<file path="src/rtl/serial_pkg.sv">
// Shared types and constants for the nibble serializer.
// Holds the FSM state encoding and the default word width.
package serial_pkg;

  typedef enum logic {
    IDLE  = 1'b0,
    SHIFT = 1'b1
  } state_t;

  localparam int DEFAULT_WIDTH = 4;

endpackage

</file>
<file path="src/rtl/nibble_serializer.sv">
// Parallel-to-serial converter with valid/ready intake and frame counter.
// Define NIBBLE_SERIALIZER_PARITY_EN to append an even-parity bit per frame.
module nibble_serializer
  import serial_pkg::*;
#(
  parameter int WIDTH     = DEFAULT_WIDTH,
  parameter bit MSB_FIRST = 1'b1
) (
  input  logic             clk,
  input  logic             reset,
  input  logic [WIDTH-1:0] data_i,
  input  logic             valid_i,
  output logic             ready_o,
  output logic             x_o,
  output logic             bit_valid_o,
  output logic             last_o,
  output logic [7:0]       words_o
);

`ifdef NIBBLE_SERIALIZER_PARITY_EN
  localparam int FL = WIDTH + 1;
`else
  localparam int FL = WIDTH;
`endif
  localparam int CW = $clog2(FL + 1);
  localparam logic [CW-1:0] LAST_IDX = CW'(FL - 1);

  state_t           state_q;
  state_t           state_d;
  logic [CW-1:0]    cnt_q;
  logic [WIDTH-1:0] sreg_q;
  logic [WIDTH-1:0] sreg_nxt;
  logic             shifting;
  logic             is_last;
  logic             accept;
  logic             data_bit;

  assign shifting = (state_q == SHIFT);
  assign is_last  = shifting && (cnt_q == LAST_IDX);
  assign ready_o  = !shifting || is_last;
  assign accept   = valid_i && ready_o;

  assign data_bit = MSB_FIRST ? sreg_q[WIDTH-1] : sreg_q[0];
  assign sreg_nxt = MSB_FIRST ? {sreg_q[WIDTH-2:0], 1'b0}
                              : {1'b0, sreg_q[WIDTH-1:1]};

`ifdef NIBBLE_SERIALIZER_PARITY_EN
  logic par_q;

  // Latch even parity of the word so it can trail the data bits.
  always_ff @(posedge clk or negedge reset) begin
    if (!reset)      par_q <= 1'b0;
    else if (accept) par_q <= ^data_i;
  end

  assign x_o = shifting &&
               ((cnt_q == LAST_IDX) ? par_q : data_bit);
`else
  assign x_o = shifting && data_bit;
`endif

  assign bit_valid_o = shifting;
  assign last_o      = is_last;

  // State register.
  always_ff @(posedge clk or negedge reset) begin
    if (!reset) state_q <= IDLE;
    else        state_q <= state_d;
  end

  // Next state: a same-cycle accept on the last bit keeps shifting.
  always_comb begin
    state_d = state_q;
    unique case (state_q)
      IDLE:  if (accept) state_d = SHIFT;
      SHIFT: if (is_last && !accept) state_d = IDLE;
    endcase
  end

  // Shift register and bit index; cleared between frames.
  always_ff @(posedge clk or negedge reset) begin
    if (!reset) begin
      sreg_q <= '0;
      cnt_q  <= '0;
    end else if (accept) begin
      sreg_q <= data_i;
      cnt_q  <= '0;
    end else if (shifting) begin
      if (is_last) begin
        sreg_q <= '0;
        cnt_q  <= '0;
      end else begin
        sreg_q <= sreg_nxt;
        cnt_q  <= cnt_q + CW'(1);
      end
    end
  end

  // Count a frame as complete on the edge that ends its last bit.
  always_ff @(posedge clk or negedge reset) begin
    if (!reset)       words_o <= 8'd0;
    else if (is_last) words_o <= words_o + 8'd1;
  end

endmodule

</file>
<file path="config.mk">
export PLATFORM = sky130hd
export DESIGN_NAME = nibble_serializer
export DESIGN_NICKNAME = d
export VERILOG_FILES = /design/src/rtl/serial_pkg.sv /design/src/rtl/nibble_serializer.sv
export SDC_FILE = /design/constraint.sdc
export NUM_CORES = 1
export LEC_CHECK = 0
export CAP_MARGIN = 10
export CORE_MARGIN = 1.5
export CORE_UTILIZATION = 50
export CTS_CLUSTER_DIAMETER = 100
export DETAILED_ROUTE_END_ITERATION = 7
export PLACE_DENSITY = 0.83
export SETUP_SLACK_MARGIN = 0.4
export SLEW_MARGIN = 20
export SYNTH_ARGS = -nofsm -noshare
export SYNTH_HDL_FRONTEND = slang
export SYNTH_SLANG_ARGS = --single-unit
</file>
<file path="constraint.sdc">
create_clock -name clk -period 2.5 [get_ports clk]
set_input_delay 0.375 -clock clk [delete_from_list [all_inputs] [get_ports clk]]
set_output_delay 0.375 -clock clk [all_outputs]
set_load 0.03 [all_outputs]
</file>
==> results of run 1 <==
-- state kept, by name, indices dropped and copies added (netlist names) --
name and flops:
bit_valid_o 1, cnt_q 3, sreg_q 4, words_o 8
-- repair_timing --
| item | in CTS | in global routing |
|---|---|---|
| gates resized for setup | 2 | 0 |
| endpoints found under the setup margin | 2 | 0 |
| endpoints found under the hold margin | 0 | 0 |
| hold buffers | 0 | 0 |
-- final timing paths --
kind	from	to	slack [ns]
max	cnt_q[0]	ready_o	0.52
min	reset	words_o[6]	0.50
max reg2reg	cnt_q[0]	words_o[1]	1.10
min reg2reg	words_o[7]	words_o[7]	0.50
max in group asynchronous	reset	sreg_q[0]	1.57
min in group clk	words_o[7]	words_o[7]	0.50
-- kinds of logic after synthesis --
kind of cell	Yosys count	share of synthesized area
simple gates	19	0.192
flops	16	0.535
compound gates	9	0.0920
xor+xnor	7	0.102
buf+inv	3	0.0251
fa+ha+maj	2	0.0334
mux	1	0.0201
-- layout make-up --
cell class,count,area (µm²)
Inverter,2,7.51
Timing Repair Buffer,19,185
Clock buffer,3,22.5
Multi-Input combinational cell,38,329
Tap cell,15,18.8
Sequential cell,16,400
Fill cell,103,387
-- critical path, stage by stage, from the launching register on --
cell and delay (ns):
dfrtp_1 0.37, ha_1 0.19, nand2b_1 0.08, and2_4 0.18, inv_1 0.10, dlygate4sd2_1 0.41
-- where the power goes --
group	internal (µW)	total, µW	switching [µW]
Clock	55.9	126	70.2
Sequential	342	432	89.9
Combinational	239	525	285
Total	637	1080	445
-- through the flow --
| stage | instance area (µm²) | setup slack (ns) | util | std cells | hold slack, ns |
|---|---|---|---|---|---|
| 2_1_floorplan | 748 | 1.11 | - | 57 | 0.0794 |
| 4_1_cts | 963 | 0.517 | 0.714 | 93 | 0.511 |
| 3_5_place_dp | 943 | 0.560 | 0.699 | 90 | 0.494 |
| 6_report | 963 | 0.522 | 0.714 | 93 | 0.499 |
| 3_3_place_gp | 943 | 0.588 | 0.699 | 90 | 0.481 |
| 5_1_grt | 963 | 0.400 | 0.714 | 93 | 0.537 |
-- cells in the final DEF, fill, tap and decap left out --
cell type	count
a221o_1	3
and2_4	1
nand3_1	1
nand4_2	1
and4_1	1
and3_1	1
a21oi_1	2
ha_1	2
xnor2_2	2
nand2b_1	1
a22o_1	1
and2_1	5
xor2_1	1
inv_1	2
nand4_4	1
xnor2_1	4
and3b_1	1
dlygate4sd2_1	2
a32o_1	1
mux2_4	1
nand3_2	2
nor2_1	1
o21ai_0	2
buf_4	1
clkbuf_4	3
nand2_1	3
dfrtp_1	16
clkdlybuf4s50_1	16
-- routing by layer --
| layer | global-route usage | share of wire | up-vias |
|---|---|---|---|
| met5 | 0 | 0 | - |
| met4 | 0.0710 | 0.0093 | 0 |
| met3 | 0.0957 | 0.060 | 2 |
| met2 | 0.278 | 0.47 | 13 |
| met1 | 0.234 | 0.46 | 255 |
| li1 | - | - | 246 |
==> flow_metrics.tcl, run 1 <==
set metrics [dict create \
    ys_warn_count 0 \
    yosysSeqAreaShare 0.535 \
    grt_pass1_wl_um 2370 \
    antenna_cells 0 \
    rsz0062_at_grt "no" \
    drive_above_1_share 0.154 \
    dpl.hpwl_um 984 \
    synth_edf_count 0 \
    vias 516 \
    fin_skew_ns 0.00378 \
    tightestPinTransition_ns 0.670 \
    core_area_um2 1350 \
    crit_type "reg -> out" \
    cts_root_buf "clkbuf_4" \
    wirelength_um 1290 \
    timing_hold_violations_final 0 \
    avgRoutedWirePerCell_um 13.9 \
    timing.final.crit_share 0.791 \
    drcViolationCount 0 \
    synth.largest_area_cell "dfrtp_1" \
    cts_num_sinks 16 \
    synth_area_um2 748 \
    vdd_ir_drop_max_mv 0.786 \
    synth_fp_nets 66 \
    crit_path_end_kind "output port" \
    fmax_mhz 505 \
    gp_congestion 0.806 \
    grt_usage 0.188 \
    synth_cell_types 25 \
    top_level_ports 19 \
    setup_violations 0 \
    overflow 0 \
    start_util 0.554 \
    post_cts_buffers 0 \
    crit_required_ns 2.12 \
    die_h_um 41.7 \
    synthArstFlopShare 1.00 \
    yosysTopAreaCellShare 0.535 \
    cts_tree "done" \
    synth_area_leaders "dfrtp_1 54%, xnor2_1 4.7%, xnor2_2 4.3%" \
    clk_latency_ns 0.28 \
    first_iter_violations 6 \
    setup-tns-final_ns 0 \
    drv_cap 0 \
    portBuffers 18 \
    finalPower_uw 1080 \
    status "completed" \
    hold_path_class "in -> async" \
    ys_ff_latch 16 \
    first_global_vias 545 \
    grt_max_degree 17 \
    slew_violations 0 \
    die_w_um 41.7 \
    cts_buffers 3 \
    cp.arrival_ns 1.60 \
    cts_buffer_depth 2 \
    clk_pin_slew_ns 0.08 \
    critPathLaunchType "register" \
    syn_to_final_growth_pct 28.8 \
    cp_max_fo 5 \
    synth_top_cells_by_count "16 x dfrtp_1, 5 x and2_1, 4 x xnor2_1, 3 x a221o_1, 3 x nand2_1" \
    antenna_found_initial 0 \
    yosysMostFrequentCell "dfrtp_1" \
    first_pass_iters 4 \
    synthCells 57 \
    ant_nets 0 \
    synth_top_flop_cell "dfrtp_1" \
    fp-row-count 13 \
    fp.dieArea_um2 1740 \
    power.density_nw_per_um2 1120 \
    htree_levels 1 \
    fin_crit_ns 1.98 \
    maxSlewHeadroom 0.552 \
    viasPerCell 5.55 \
    ff2ff_path_depth 4 \
    leakage_uw 0.000448 \
    finalNetCount 89 \
    synth_area_per_cell_um2 13.1 \
]
(Power assumes the default switching activity.)
==> run 2: changes to the inputs <==
CORE_UTILIZATION = 46   (was 50)
PLACE_DENSITY = 0.78   (was 0.83)
clock period = 2 ns   (was 2.5 ns; I/O delays follow)
==> run 2 against run 1 <==
Compared with the run above:
- core utilization down 4.3 points
- non-clock buffer count up 5
- via count up 4.7%
- final cell count up 7.5%
- clock power up 67%
- flip-flop and latch count unchanged
- count of clock-buffer cells in the layout up 1
- critical path type unchanged
- largest power group unchanged
- highest routed layer unchanged
==> flow_metrics.tcl, run 2 (synthesis results as in run 1) <==
set metrics [dict create \
    syn_to_final_growth_pct 35.1 \
    setup-tns-final_ns 0 \
    multi_input_area_um2 333 \
    largest_register_ffs 8 \
    finalNetCount 94 \
    clk_pin_slew_ns 0.10 \
    n_fill_cell 129 \
    grt_max_degree 17 \
    die_h_um 43.3 \
    status "completed" \
    cts_hold_buffers 0 \
    final_common_cell "dfrtp_1" \
    crit_type "reg -> out" \
    antenna_cells 0 \
    crit_chain "ha_2 -> nand2b_1 -> and2_4 -> inv_4 -> buf_6" \
    cp.arrival_ns 1.36 \
    vias 540 \
    drcViolationCount 0 \
    critPathLaunchType "register" \
    fp.dieArea_um2 1880 \
    slowest_stage "dfrtp_1" \
    setup_violations 0 \
    fin_area_um2 1010 \
    leakage_uw 0.000499 \
    cts_buffers 3 \
    gp_congestion 0.786 \
    layout_setup_ws_ns 0.336 \
    avgRoutedWirePerCell_um 15.5 \
    cts_root_buf "clkbuf_4" \
    crit_required_ns 1.70 \
    rsz0062_at_grt "yes" \
    ant_nets 0 \
    slew_violations 0 \
    worstPathBufferInverterCount 2 \
    clk_latency_ns 0.28 \
    cpLargestDelayFamily "flip-flops" \
    maxSlewHeadroom 0.547 \
    viasPerCell 5.40 \
    layout_common_cells "16 x dfrtp_1, 9 x dlygate4sd2_1, 6 x clkdlybuf4s50_1, 6 x buf_4, 5 x and2_1" \
    core_area_um2 1510 \
    placed_cell_area_um2 935 \
    slowest_delay_ns 0.42 \
    dp_cells 90 \
    dpl.hpwl_um 1020 \
    final-seq-area_um2 400 \
    die_w_um 43.3 \
    vdd_ir_drop_max_mv 0.931 \
    dp_slack_ns 0.116 \
    crit_path_end_kind "output port" \
    regMostFlops "words_o" \
    top_level_ports 19 \
    cts_buffer_depth 2 \
    drive_above_1_share 0.286 \
    grt_pass1_wl_um 2380 \
    grt_usage 0.177 \
    fin_crit_ns 1.66 \
    cts_num_sinks 16 \
    power.density_nw_per_um2 1490 \
    fin_skew_ns 0.00960 \
    fmax_mhz 601 \
    fin_cells 100 \
    hold_path_class "in -> async" \
    wirelength_um 1550 \
    start_util 0.497 \
    portBuffers 18 \
    fp-row-count 14 \
    overflow 0 \
    hold_slack_ns 0.414 \
    htree_levels 1 \
    timing.final.crit_share 0.832 \
    antenna_found_initial 0 \
    cp_max_fo 4 \
    drv_cap 0 \
    first_global_vias 526 \
    largestRegisters "words_o: 8 flops, sreg_q: 4 flops, cnt_q: 3 flops" \
    cts_tree "done" \
    first_iter_violations 13 \
    tightestPinTransition_ns 0.677 \
    timing_hold_violations_final 0 \
    first_pass_iters 4 \
]
## run 2: cell types whose count changed in the layout (fill, tap and decap cells not counted), sizes merged
cell,change
buf,+7
clkdlybuf4s50,-10
clkbuf,+2
dlygate4sd2,+7
## run 2: where the power goes
part	total [µW]	switching (µW)	internal, µW
logic	755	409	347
registers	540	113	427
clock network	211	101	111
total	1510	623	885
## run 2: per-layer routing
metal,part of all wire,vias up,global-route usage
met4,0.0084,0,0.0848
met3,0.034,2,0.0542
li1,-,260,-
met1,0.46,270,0.244
met2,0.50,8,0.257
met5,0,-,0
## run 2: repair_timing
action                                  4_1_cts  5_1_grt
endpoints found under the setup margin       12        3
pin swaps                                     0        1
buffers inserted                              2        4
endpoints found under the hold margin         0        0
cloned                                        0        0
gates resized for setup                      17        8
## run 2: cell type report
cell class                      count  area share
Clock buffer                        4      0.0359
Inverter                            2     0.00990
Multi-Input combinational cell     38       0.329
Sequential cell                    16       0.396
Tap cell                           16      0.0198
Timing Repair Buffer               24       0.209
## run 2: worst paths after layout
path	startpoint	to	slack [ns]	cells past startpoint
worst max-delay path	cnt_q[0]	ready_o	0.34	5
worst min-delay path	reset	sreg_q[2]	0.41	1
worst max register to register	cnt_q[0]	sreg_q[1]	0.55	5
worst min register to register	words_o[5]	words_o[5]	0.51	1
max in group asynchronous	reset	words_o[1]	1.15	1
min in group clk	words_o[5]	words_o[5]	0.51	1
## run 2: through the flow
step | total power [µW] | utilization
2_1_floorplan | 978 | -
3_3_place_gp | 1180 | 0.620
3_5_place_dp | 1220 | 0.620
4_1_cts | 1410 | 0.645
5_1_grt | 1590 | 0.671
6_report | 1510 | 0.671
==> run 3: changes to the inputs <==
CORE_UTILIZATION = 42   (was 46)
PLACE_DENSITY = 0.75   (was 0.78)
clock period = 1.5 ns   (was 2 ns; I/O delays follow)
==> run 3 against run 2 <==
Compared with the run above:
- the run now ends with negative setup slack left
- die area up 8.8%
- flip-flop and latch count unchanged
- first-iteration DRC count down 38%
- sequential power up 31%
- core utilization up 12 points
- combinational power up 130%
- non-clock buffer count up 23
- register-to-register slack worse by 0.65 ns
- worst setup slack worse by 0.50 ns
- via count up 19%
- clock power up 36%
==> flow_metrics.tcl, run 3 (synthesis results as in run 1) <==
set metrics [dict create \
    grt_usage 0.213 \
    fp.dieArea_um2 2040 \
    tightestPinTransition_ns 0.390 \
    regMostFlops "words_o" \
    status "finished with violations" \
    clk_pin_slew_ns 0.10 \
    portBuffers 18 \
    wirelength_um 2150 \
    vdd_ir_drop_max_mv 1.24 \
    largest_register_ffs 8 \
    n_fill_cell 91 \
    hold_path_class "in -> async" \
    drcViolationCount 0 \
    power.density_nw_per_um2 2040 \
    crit_required_ns 1.27 \
    first_iter_violations 8 \
    first_global_vias 609 \
    slowest_stage "dfrtp_1" \
    clk_latency_ns 0.29 \
    violations "negative setup slack" \
    syn_to_final_growth_pct 79.9 \
    crit_path_end_kind "output port" \
    first_pass_iters 5 \
    dpl.hpwl_um 1120 \
    timing.final.crit_share 1.11 \
    slew_violations 0 \
    crit_type "reg -> out" \
    final_common_cell "buf_4" \
    antenna_found_initial 0 \
    overflow 0 \
    core_area_um2 1710 \
    cts_tree "done" \
    drv_cap 0 \
    maxSlewHeadroom 0.739 \
    htree_levels 1 \
    gp_congestion 0.698 \
    layout_common_cells "21 x buf_4, 16 x buf_6, 12 x dfrtp_1" \
    viasPerCell 4.88 \
    post-route-util 0.788 \
    setup_violations 6 \
    finalPower_uw 2740 \
    fmax_mhz 602 \
    dp_slack_ns 0.0679 \
    start_util 0.438 \
    cp_max_fo 3 \
    die_h_um 45.2 \
    fin_skew_ns 0.00624 \
    rsz0062_at_grt "yes" \
    fp-row-count 15 \
    crit_chain "ha_2 -> nand2b_1 -> and2_4 -> clkinvlp_4 -> buf_6" \
    cts_num_sinks 16 \
    cts_buffers 3 \
    finalNetCount 117 \
    ant_nets 0 \
    grt_max_degree 17 \
    leakage_uw 0.000660 \
    fin_crit_ns 1.66 \
    vias 644 \
    antenna_cells 0 \
    grt_pass1_wl_um 2990 \
    largestRegisters "words_o: 8 flops, sreg_q: 4 flops, cnt_q: 3 flops" \
    slowest_delay_ns 0.39 \
    cp.arrival_ns 1.44 \
    layout_setup_ws_ns -0.162 \
    avgRoutedWirePerCell_um 16.3 \
    critPathLaunchType "register" \
    cts_buffer_depth 2 \
    die_w_um 45.2 \
    top_level_ports 19 \
    timing_hold_violations_final 0 \
    placed_cell_area_um2 1010 \
    fin_area_um2 1350 \
    drive_above_1_share 0.636 \
    cts_root_buf "clkbuf_4" \
]
-- run 3: cell count changes in the layout (fill, tap and decap cells not counted), moves of 2 or more --
cell and delta:
dfrtp_2 +4, dfrtp_1 -4, xnor2_2 +2, buf_4 +15, nand2_1 -2, xnor2_1 -2
dlygate4sd2_1 -9, buf_12 +3, buf_6 +14
-- run 3: per-layer routing --
| metal | wire length, µm | GRT usage | part of all wire |
|---|---|---|---|
| met4 | 15 | 0.118 | 0.0070 |
| met3 | 34 | 0.0320 | 0.016 |
| met5 | 0 | 0 | 0 |
| met1 | 964 | 0.281 | 0.45 |
| met2 | 1140 | 0.331 | 0.53 |
-- run 3: repair_timing --
| action | in CTS | in global routing |
|---|---|---|
| pin swaps | 8 | 4 |
| endpoints found under the hold margin | 0 | 0 |
| endpoints found under the setup margin | 27 | 26 |
| hold buffers | 0 | 0 |
| gates resized for setup | 78 | 15 |
| setup buffers | 17 | 9 |
-- run 3: path summary, 6_finish.rpt --
kind	slack, ns	from	depth (start not counted)	to
worst max-delay path	-0.16	cnt_q[1]	5	ready_o
worst min-delay path	0.26	reset	2	words_o[5]
worst max register to register	-0.10	cnt_q[1]	7	sreg_q[0]
worst min register to register	0.52	sreg_q[0]	1	sreg_q[0]
max in group asynchronous	1.04	reset	2	bit_valid_o
min in group clk	0.52	sreg_q[0]	1	sreg_q[0]
-- run 3: worst max-delay path, delay by kind of cell, from the launching register on --
kind                     cells  cell delay, ns
flip-flops                   1            0.39
buffers and inverters        2            0.23
adder cells (fa/ha/maj)      1            0.22
AND/OR/NAND/NOR              2            0.31
-- run 3: metrics by stage --
step,setup TNS [ns],std cells,hold slack [ns]
final,-0.512,132,0.255
after global routing,-0.763,132,0.264
after floorplan,0,57,-0.0706
after detailed placement,0,102,0.487
after global placement,0,102,0.483
after CTS,-0.204,123,0.262
-- run 3: cell type report --
class	instances	area (µm²)	share of cell area
flip-flops and latches	16	405	0.301
repair buffers	47	473	0.351
clock buffers	4	36.3	0.0270
multi-input cells	38	389	0.289
well taps	25	31.3	0.0232
inverters	2	11.3	0.00836
-- run 3: power breakdown --
| group | switching (µW) | leakage, µW | internal, µW |
|---|---|---|---|
| sequential | 127 | 0.000201 | 578 |
| combinational | 788 | 0.000438 | 960 |
| clock | 140 | 0.0000210 | 148 |
